## config.mk

```make
export PLATFORM = sky130hd
export DESIGN_NAME = fetch_unit
export DESIGN_NICKNAME = d
export VERILOG_FILES = /design/src/rtl/cpu_pkg.sv /design/src/rtl/fetch_fifo.sv /design/src/rtl/fetch_unit.sv
export SDC_FILE = /design/constraint.sdc
export NUM_CORES = 1
export LEC_CHECK = 0
export ABC_AREA = 1
export BUFFER_PORTS_ARGS = -buffer_cell sky130_fd_sc_hd__clkbuf_2
export CORE_MARGIN = 1.5
export CORE_UTILIZATION = 40
export DETAILED_ROUTE_END_ITERATION = 10
export HOLD_SLACK_MARGIN = 0.06
export PLACE_DENSITY = 0.66
export SLEW_MARGIN = 20
export SYNTH_ARGS = -nofsm -noshare
export SYNTH_HDL_FRONTEND = slang
export SYNTH_SLANG_ARGS = --single-unit
```

## constraint.sdc

```tcl
create_clock -name clk -period 5.9 [get_ports clk]
set_input_delay 1.18 -clock clk [delete_from_list [all_inputs] [get_ports clk]]
set_output_delay 1.18 -clock clk [all_outputs]
set_load 0.02 [all_outputs]
```

## src/rtl/cpu_pkg.sv

```systemverilog
// Shared CPU front-end types and constants.
//   fetch_entry_t : one prefetch FIFO entry, {pc, instr}
//   INSTR_BYTES   : PC increment per fetched word
//   NOP_INSTR     : canonical no-op (addi x0,x0,0), used as the storage reset value
package cpu_pkg;

  localparam int unsigned XLEN        = 32;
  localparam int unsigned ILEN        = 32;
  localparam int unsigned INSTR_BYTES = 4;
  localparam logic [ILEN-1:0] NOP_INSTR = 32'h0000_0013;

  typedef struct packed {
    logic [XLEN-1:0] pc;
    logic [ILEN-1:0] instr;
  } fetch_entry_t;

endpackage

```

## src/rtl/fetch_fifo.sv

```systemverilog
// Synchronous prefetch FIFO of fetch_entry_t.
// Ports:
//   clk, rst   : clock, synchronous active-high reset
//   push       : write push_data (accepted when not full, or full with a pop)
//   push_data  : entry to write
//   pop        : remove head (ignored when empty)
//   flush      : discard all entries; takes priority over push
//   head       : entry at the read pointer, read straight from storage
//   count      : number of valid entries (0..DEPTH)
module fetch_fifo
  import cpu_pkg::*;
#(
  parameter int unsigned DEPTH = 2,
  localparam int unsigned CW   = $clog2(DEPTH) + 1
) (
  input  logic         clk,
  input  logic         rst,
  input  logic         push,
  input  fetch_entry_t push_data,
  input  logic         pop,
  input  logic         flush,
  output fetch_entry_t head,
  output logic [CW-1:0] count
);

  localparam int unsigned AW = $clog2(DEPTH);
  localparam logic [CW-1:0] FULL = CW'(DEPTH);

  fetch_entry_t   mem [DEPTH];
  logic [AW-1:0]  wr_ptr;
  logic [AW-1:0]  rd_ptr;
  logic           pop_en;
  logic           push_en;

  always_comb begin
    pop_en  = pop && (count != '0);
    // A full FIFO still accepts a push when the head leaves in the same cycle.
    push_en = push && !flush && ((count != FULL) || pop_en);
  end

  always_ff @(posedge clk) begin
    if (rst || flush) begin
      wr_ptr <= '0;
      rd_ptr <= '0;
      count  <= '0;
    end else begin
      wr_ptr <= wr_ptr + AW'(push_en);
      rd_ptr <= rd_ptr + AW'(pop_en);
      count  <= count + CW'(push_en) - CW'(pop_en);
    end
  end

  always_ff @(posedge clk) begin
    if (rst) begin
      for (int unsigned i = 0; i < DEPTH; i++) begin
        mem[i] <= '{pc: '0, instr: NOP_INSTR};
      end
    end else if (push_en) begin
      mem[wr_ptr] <= push_data;
    end
  end

  assign head = mem[rd_ptr];

endmodule

```

## src/rtl/fetch_unit.sv

```systemverilog
// Instruction-fetch front end. Owns the PC, issues in-order word requests
// to instruction memory, buffers returned words in a prefetch FIFO and hands
// {pc, instr} to decode. Redirects from execute flush the FIFO and discard
// every response still in flight.
// Optional feature: define FETCH_PERF_EN to add saturating perf counters.
// Ports:
//   clk, rst                         : clock, synchronous active-high reset
//   redirect_valid, redirect_pc      : PC change request from execute
//   imem_req_valid/addr/ready        : fetch request channel
//   imem_resp_valid/data             : in-order response channel (no stall)
//   instr_valid/instr/instr_pc/ready : FIFO head towards decode
//   perf_fetched, perf_redirects     : (FETCH_PERF_EN only) words pushed / redirects seen
module fetch_unit
  import cpu_pkg::*;
#(
  parameter int unsigned D_WIDTH    = 32,
  parameter int unsigned I_WIDTH    = 32,
  parameter int unsigned FIFO_DEPTH = 2,
  parameter logic [D_WIDTH-1:0] RESET_PC = '0
) (
  input  logic               clk,
  input  logic               rst,
  input  logic               redirect_valid,
  input  logic [D_WIDTH-1:0] redirect_pc,
  output logic               imem_req_valid,
  output logic [D_WIDTH-1:0] imem_req_addr,
  input  logic               imem_req_ready,
  input  logic               imem_resp_valid,
  input  logic [I_WIDTH-1:0] imem_resp_data,
  output logic               instr_valid,
  output logic [I_WIDTH-1:0] instr,
  output logic [D_WIDTH-1:0] instr_pc,
  input  logic               instr_ready
`ifdef FETCH_PERF_EN
  ,
  output logic [31:0]        perf_fetched,
  output logic [31:0]        perf_redirects
`endif
);

  localparam int unsigned CW = $clog2(FIFO_DEPTH) + 1;
  localparam logic [CW:0] CREDIT_MAX = (CW+1)'(FIFO_DEPTH);
  localparam logic [D_WIDTH-1:0] PC_STEP = D_WIDTH'(INSTR_BYTES);

  logic [D_WIDTH-1:0] pc;
  logic [D_WIDTH-1:0] resp_pc;
  logic [D_WIDTH-1:0] redirect_target;
  logic [CW-1:0]      out_cnt;
  logic [CW-1:0]      out_cnt_next;
  logic [CW-1:0]      drop_cnt;
  logic [CW-1:0]      fifo_cnt;
  logic [CW:0]        occupancy;
  logic               req_fire;
  logic               resp_fire;
  logic               push;
  logic               pop;
  fetch_entry_t       push_entry;
  fetch_entry_t       head;

  always_comb begin
    redirect_target = redirect_pc & ~(PC_STEP - D_WIDTH'(1));
    // Words already buffered plus live (non-dropped) requests in flight.
    occupancy       = {1'b0, fifo_cnt} + {1'b0, out_cnt} - {1'b0, drop_cnt};
    imem_req_valid  = !rst && !redirect_valid && (occupancy < CREDIT_MAX);
    req_fire        = imem_req_valid && imem_req_ready;
    resp_fire       = imem_resp_valid && (out_cnt != '0);
    out_cnt_next    = out_cnt + CW'(req_fire) - CW'(resp_fire);
    push            = resp_fire && !redirect_valid && (drop_cnt == '0);
    pop             = instr_valid && instr_ready;
    push_entry.pc    = resp_pc;
    push_entry.instr = imem_resp_data;
  end

  // resp_pc is the PC of the next response that will be kept. Live requests
  // are always a contiguous run starting at the last redirect target, so a
  // single running address replaces a per-request shadow queue.
  always_ff @(posedge clk) begin
    if (rst) begin
      pc       <= RESET_PC;
      resp_pc  <= RESET_PC;
      out_cnt  <= '0;
      drop_cnt <= '0;
    end else begin
      out_cnt <= out_cnt_next;
      if (redirect_valid) begin
        pc       <= redirect_target;
        resp_pc  <= redirect_target;
        drop_cnt <= out_cnt_next;
      end else begin
        if (req_fire) pc <= pc + PC_STEP;
        if (resp_fire && (drop_cnt != '0)) drop_cnt <= drop_cnt - CW'(1);
        if (push) resp_pc <= resp_pc + PC_STEP;
      end
    end
  end

  fetch_fifo #(
    .DEPTH(FIFO_DEPTH)
  ) u_fifo (
    .clk      (clk),
    .rst      (rst),
    .push     (push),
    .push_data(push_entry),
    .pop      (pop),
    .flush    (redirect_valid),
    .head     (head),
    .count    (fifo_cnt)
  );

  assign imem_req_addr = pc;
  assign instr_valid   = (fifo_cnt != '0);
  assign instr         = head.instr;
  assign instr_pc      = head.pc;

`ifdef FETCH_PERF_EN
  always_ff @(posedge clk) begin
    if (rst) begin
      perf_fetched   <= '0;
      perf_redirects <= '0;
    end else begin
      if (push && (perf_fetched != '1)) perf_fetched <= perf_fetched + 32'd1;
      if (redirect_valid && (perf_redirects != '1)) perf_redirects <= perf_redirects + 32'd1;
    end
  end
`endif

  resp_needs_request: assert property (@(posedge clk) disable iff (rst)
    imem_resp_valid |-> (out_cnt != '0));

endmodule

```

Yosys cells after proc, flatten, opt, wreduce, memory -nomap -nowiden
Memory sizes are Yosys's and may differ from the RTL's. A register that Yosys moved wholly into a read port is not among the register bits.
Cells that the tools add are included.
Operators by class
  mux-type cells: 15
  add/sub/neg operators: 11
  order comparisons: 1
  eq/ne operators: 1
  reductions and logical operators: 24
Operators with widths (number)
  two-way mux 32 bit: 4
  adder 32 x 3 -> 32 bit (second input constant): 2
  two-way mux 64 bit: 1
  OR reduction 64 bit: 1
  nonzero test 2 bit: 6
  logical AND 1 bit: 11
  two-way mux 1 bit: 8
  adder 2 x 1 -> 2 bit: 2
  two-way mux 2 bit: 2
  subtractor 2 x 1 -> 2 bit: 2
  adder 2 x 2 -> 3 bit: 1
  < comparator 3 x 2 -> 1 bit (second input constant): 1
  subtractor 3 x 2 -> 3 bit: 1
  adder 1 bit: 2
  logical NOT 1 bit: 2
  logical NOT 2 bit: 1
  logical OR 1 bit: 2
  != test 2 bit (second input constant): 1
  OR reduction 2 bit: 1
  subtractor 2 x 1 -> 2 bit (second input constant): 1
Storage, ports and cells
  RAM bits: 128
  word-level logic and storage cells: 62
  memories kept: 1
  output and inout bits: 98
  flip-flop bits (word level): 72
Memory list
  u_fifo.mem: depth 2, width 64, rd ports 1, clocked after memory_dff 1, wr ports 2, line fetch_fifo.sv:29  | fetch_entry_t mem [DEPTH];

Depth between registers and ports, before layout
  depth after elaboration: 11
  gate-level depth with buffers: 16
  mapped depth without buffers: 14

Modules after synthesis
From an unflattened synthesis, not the netlist that was laid out.
Second synthesis, totals
  cells, all modules: 1335
  area total of the unflattened synthesis: 10428.8 µm²
By module, submodules not included
  fetch_fifo: sequential area each 3923.8 µm², instances 1, area an instance 5821.8 µm², cells an instance 583
  fetch_unit: sequential area each 1281.2 µm², instances 1, area an instance 4606.9 µm², cells an instance 752

Worst setup path before layout
OpenSTA, ideal clock, no wires.
  path kind: input port to flip-flop
  from: input redirect_valid
  to: memory u_fifo.mem[0][0] in the netlist's numbering (enable)
  buffers on the path: 1
  arrival time: 3.139 ns
  path slack: 2.340 ns
  library setup time: 0.421 ns
  stages on the path: 6
  cells stage by stage: buf_2 > inv_2 > nand2_2 > a21oi_4 > nand2_1 > nand2_1
RTL lines
  from (decl): line fetch_unit.sv:23  | input logic redirect_valid,
  to (decl): line fetch_fifo.sv:29

Worst setup path in the final report
  from: register drop_cnt[1]
  to: output imem_req_valid
Between the ends
  cells in the longest elaborated chain, start to end: 3
RTL lines
  from (decl): line fetch_unit.sv:50  | logic [CW-1:0] drop_cnt;
  from (signal assigned): line fetch_unit.sv:88  | drop_cnt <= out_cnt_next;
  from (signal assigned): line fetch_unit.sv:91  | if (resp_fire && (drop_cnt != '0)) drop_cnt <= drop_cnt - CW'(1);
  subtractor 3 x 2 -> 3 bit: line fetch_unit.sv:63  | occupancy = {1'b0, fifo_cnt} + {1'b0, out_cnt} - {1'b0, drop_cnt};
  < comparator 3 x 2 -> 1 bit: line fetch_unit.sv:64  | imem_req_valid = !rst && !redirect_valid && (occupancy < CREDIT_MAX);
  logical AND 1 bit: line fetch_unit.sv:64
  to (decl): line fetch_unit.sv:25  | output logic imem_req_valid,
Every way passes these cells.

==> flow_summary_export.csv <==
group,metric,value,unit
critical_path,crit_end,"imem_req_valid",
placement,place_congestion,0.881,
sta,setup_viol,0,
logic_synthesis,yosys_warnings,0,
routing,drt_iter0_markers,649,
clock_tree,cts_setup_buffers,0,
layout,area_delta_synth_final,16.6,%
clock_tree,clk_pin_slew_worst_paths,0.08,ns
grt,grt_pass1_wl,40200,um
critical_path,worstPathRequired,4.72,ns
layout,regArea,0.00509,mm^2
routing,routed.top_layer,"met4",
clock_tree,cts_tree,"done",
run_status,outcome,"complete, no violations",
routing,route.detailed.drc,0,
routing,drt_wl_total,25300,um
routing,dr_wl_met2,11500,um
logic_synthesis,syn-mean-instance-area,7.56,um^2
clock_tree,cts_buffers,17,
sta,slew_headroom,38.1,%
floorplanning,ios,168,
critical_path,r2r-start,"drop_cnt[1]$_SDFFE_PP0P_",
critical_path,crit_path_cell_trace,"inv_1 -> fa_1 -> inv_1 -> fa_1 -> xnor2_1 -> nand3_1 -> inv_1 -> clkbuf_2",
routing,drt_first_pass_iters,5,
clock_tree,cts-root-buf,"clkbuf_16",
pwr,p_total,3.44,mW
logic_synthesis,synthCells,1311,
sta,worst_slack,2.40,ns
logic_synthesis,ys_types,34,
grt,antenna_found_initial,0,
layout,nets,1526,
floorplanning,chipHeight,160,um
grt,grt_use_total,19.8,%
clock_tree,hold_buffers,0,
sta,fin_tns_setup,0,ns
critical_path,max_stage_delay,0.50,ns
logic_synthesis,synth_area,0.00991,mm^2
sta,hold_viol,0,
layout,num-fill-cells,2444,
placement,place_ws,2.22,ns
logic_synthesis,synth_edf_count,124,
critical_path,crit_top_cell,"inv_1",
pwr,p_per_area,298,mW/mm^2
grt,grt-ovfl-total,0,
layout,utilization,47.5,%
critical_path,timing.rr.end,"drop_cnt[1]$_SDFFE_PP0P_",
hold_path,min_path_type,"reg2reg",
floorplanning,start_util,40.7,%
logic_synthesis,ys.flop_type,"edfxtp_1",
layout,final_cell_mix,"437 x nand2_1, 210 x nor2_1, 161 x clkbuf_2, 157 x inv_1, 124 x edfxtp_1",
placement,dp_hpwl,17100,um
clock_tree,cts_resized,0,
routing,routed-wl-met3,1860,um
critical_path,crit_path_start_kind,"register",
job,maxCapViolCount,0,
floorplanning,die_w,160,um
clock_tree,cts-htree-levels,4,
layout,layout_commonest_cell,"nand2_1",
routing,routedWlPerCell,14.2,um
layout,multiInputGateArea,0.00398,mm^2
grt,grt_max_degree,65,
layout,drive_gt1_share,14.8,%
pwr,p_leak,5.22,nW
logic_synthesis,synthArstFlopShare,0,%
floorplanning,die_area,0.0257,mm^2
floorplanning,core,0.0243,mm^2
placement,placed_cell_area,0.0109,mm^2
logic_synthesis,yosysSeqAreaShare,51.3,%
sta,clock_skew,0.0179,ns
critical_path,crit_start,"drop_cnt[1]$_SDFFE_PP0P_",
pwr,irDropWorstVdd,0.184,mV
logic_synthesis,synth_seq_cells,192,
sta,worst_slew_pin_slew,0.929,ns
critical_path,slowest_stage,"fa_1",
clock_tree,cts_buffer_depth,2,
critical_path,reg2regPathDepth,14,
clock_tree,cts.sink_count,192,
layout,n_antenna_cell,0,
floorplanning,fp-row-count,57,
sta,slew_viol_final,0,
sta,fmax,286,MHz
critical_path,end_kind,"primary output",
critical_path,worstPathMaxFanout,2,
grt,grt_pass1_vias,7729,
critical_path,reg2reg_slack,2.78,ns
sta,final.min_clock_period,3.50,ns
routing,viasPerCell,4.85,
critical_path,worstPathArrival,2.32,ns
sta,rsz0062_at_grt,"false",
critical_path,criticalPathCategory,"reg2out",
clock_tree,clock_latency,0.45,ns
routing,wl_met1,11700,um
placement,portBuffers,161,
routing,vias,8648,
routing,drtAntennaViolNets,0,
layout,design_area,0.0115,mm^2
sta,fin_crit_sh,59.3,%
state kept, by name, summed over array words and instances, names as in the netlist:
| register | flops |
|---|---|
| drop_cnt | 2 |
| u_fifo.wr_ptr | 1 |
| imem_req_addr | 30 |
| u_fifo.rd_ptr | 1 |
| u_fifo.count | 2 |
| out_cnt | 2 |
| resp_pc | 30 |
| u_fifo.mem | 124 |
worst min path at each step:
stage                             from                 endpoint  slack (ns)  cells after the start
6_report       resp_pc[2]$_SDFFE_PP0P_  resp_pc[2]$_SDFFE_PP0P_        0.51                      2
5_1_grt        resp_pc[2]$_SDFFE_PP0P_  resp_pc[2]$_SDFFE_PP0P_        0.54                      2
4_1_cts        resp_pc[2]$_SDFFE_PP0P_  resp_pc[2]$_SDFFE_PP0P_        0.51                      2
3_5_place_dp   resp_pc[2]$_SDFFE_PP0P_  resp_pc[2]$_SDFFE_PP0P_        0.50                      2
3_3_place_gp   resp_pc[2]$_SDFFE_PP0P_  resp_pc[2]$_SDFFE_PP0P_        0.49                      2
2_1_floorplan  resp_pc[2]$_SDFFE_PP0P_  resp_pc[2]$_SDFFE_PP0P_        0.47                      2
metrics by stage:
step	cells	hold WS, ns
finish	1783	0.509
detailed placement	1751	0.499
floorplan	1314	0.472
global placement	1751	0.489
global route	1783	0.545
CTS	1783	0.511
where the power goes:
part,leakage (nW),total [mW],switching (mW),internal (mW)
Clock,0.291,1.17,0.595,0.576
Sequential,1.82,1.63,0.0779,1.55
Combinational,3.10,0.641,0.444,0.197
cell families after synthesis:
logic type | after synthesis | synth area share, %
other | 1 | 0.0379
adders and majority gates | 10 | 1.41
xor gates and xnor gates | 16 | 1.41
buffers and inverters | 216 | 8.69
AOI/OAI and AO/OA | 126 | 6.87
and+or+nand+nor | 750 | 30.2
DFF | 192 | 51.3
area by class of cell:
type | count | share of cell area [%]
flip-flops and latches | 192 | 44.1
multi-input cells | 906 | 34.4
repair buffers | 168 | 7.43
inverters | 161 | 5.28
clock buffers | 17 | 3.68
well taps | 324 | 3.51
clock inverters | 15 | 1.60
layer usage:
| layer | track usage, % | vias up |
|---|---|---|
| met1 | 27.9 | 3905 |
| met3 | 3.43 | 22 |
| met2 | 31.9 | 328 |
| met4 | 4.38 | 0 |
| met5 | 0 | - |
| li1 | - | 4393 |
Yosys cell counts, types with 8 or more instances:
cell type | count | area share, %
nor2_1 | 210 | 8.0
nand4_1 | 8 | 0.51
edfxtp_1 | 124 | 38
inv_1 | 157 | 5.9
a21oi_1 | 73 | 3.7
ha_1 | 8 | 1.0
o21ai_0 | 33 | 1.7
nand3_1 | 76 | 3.8
dfxtp_1 | 68 | 14
nand2_1 | 439 | 17
xor2_1 | 9 | 0.80
clkbuf_1 | 35 | 1.3
critical path, delay by kind of cell, from the launching register on:
family	cells	cell delay, ns
flip-flops	1	0.32
adder cells (fa/ha/maj)	2	0.92
AND/OR/NAND/NOR	1	0.09
buffers and inverters	4	0.34
XOR/XNOR	1	0.20
(Power assumes the default switching activity.)
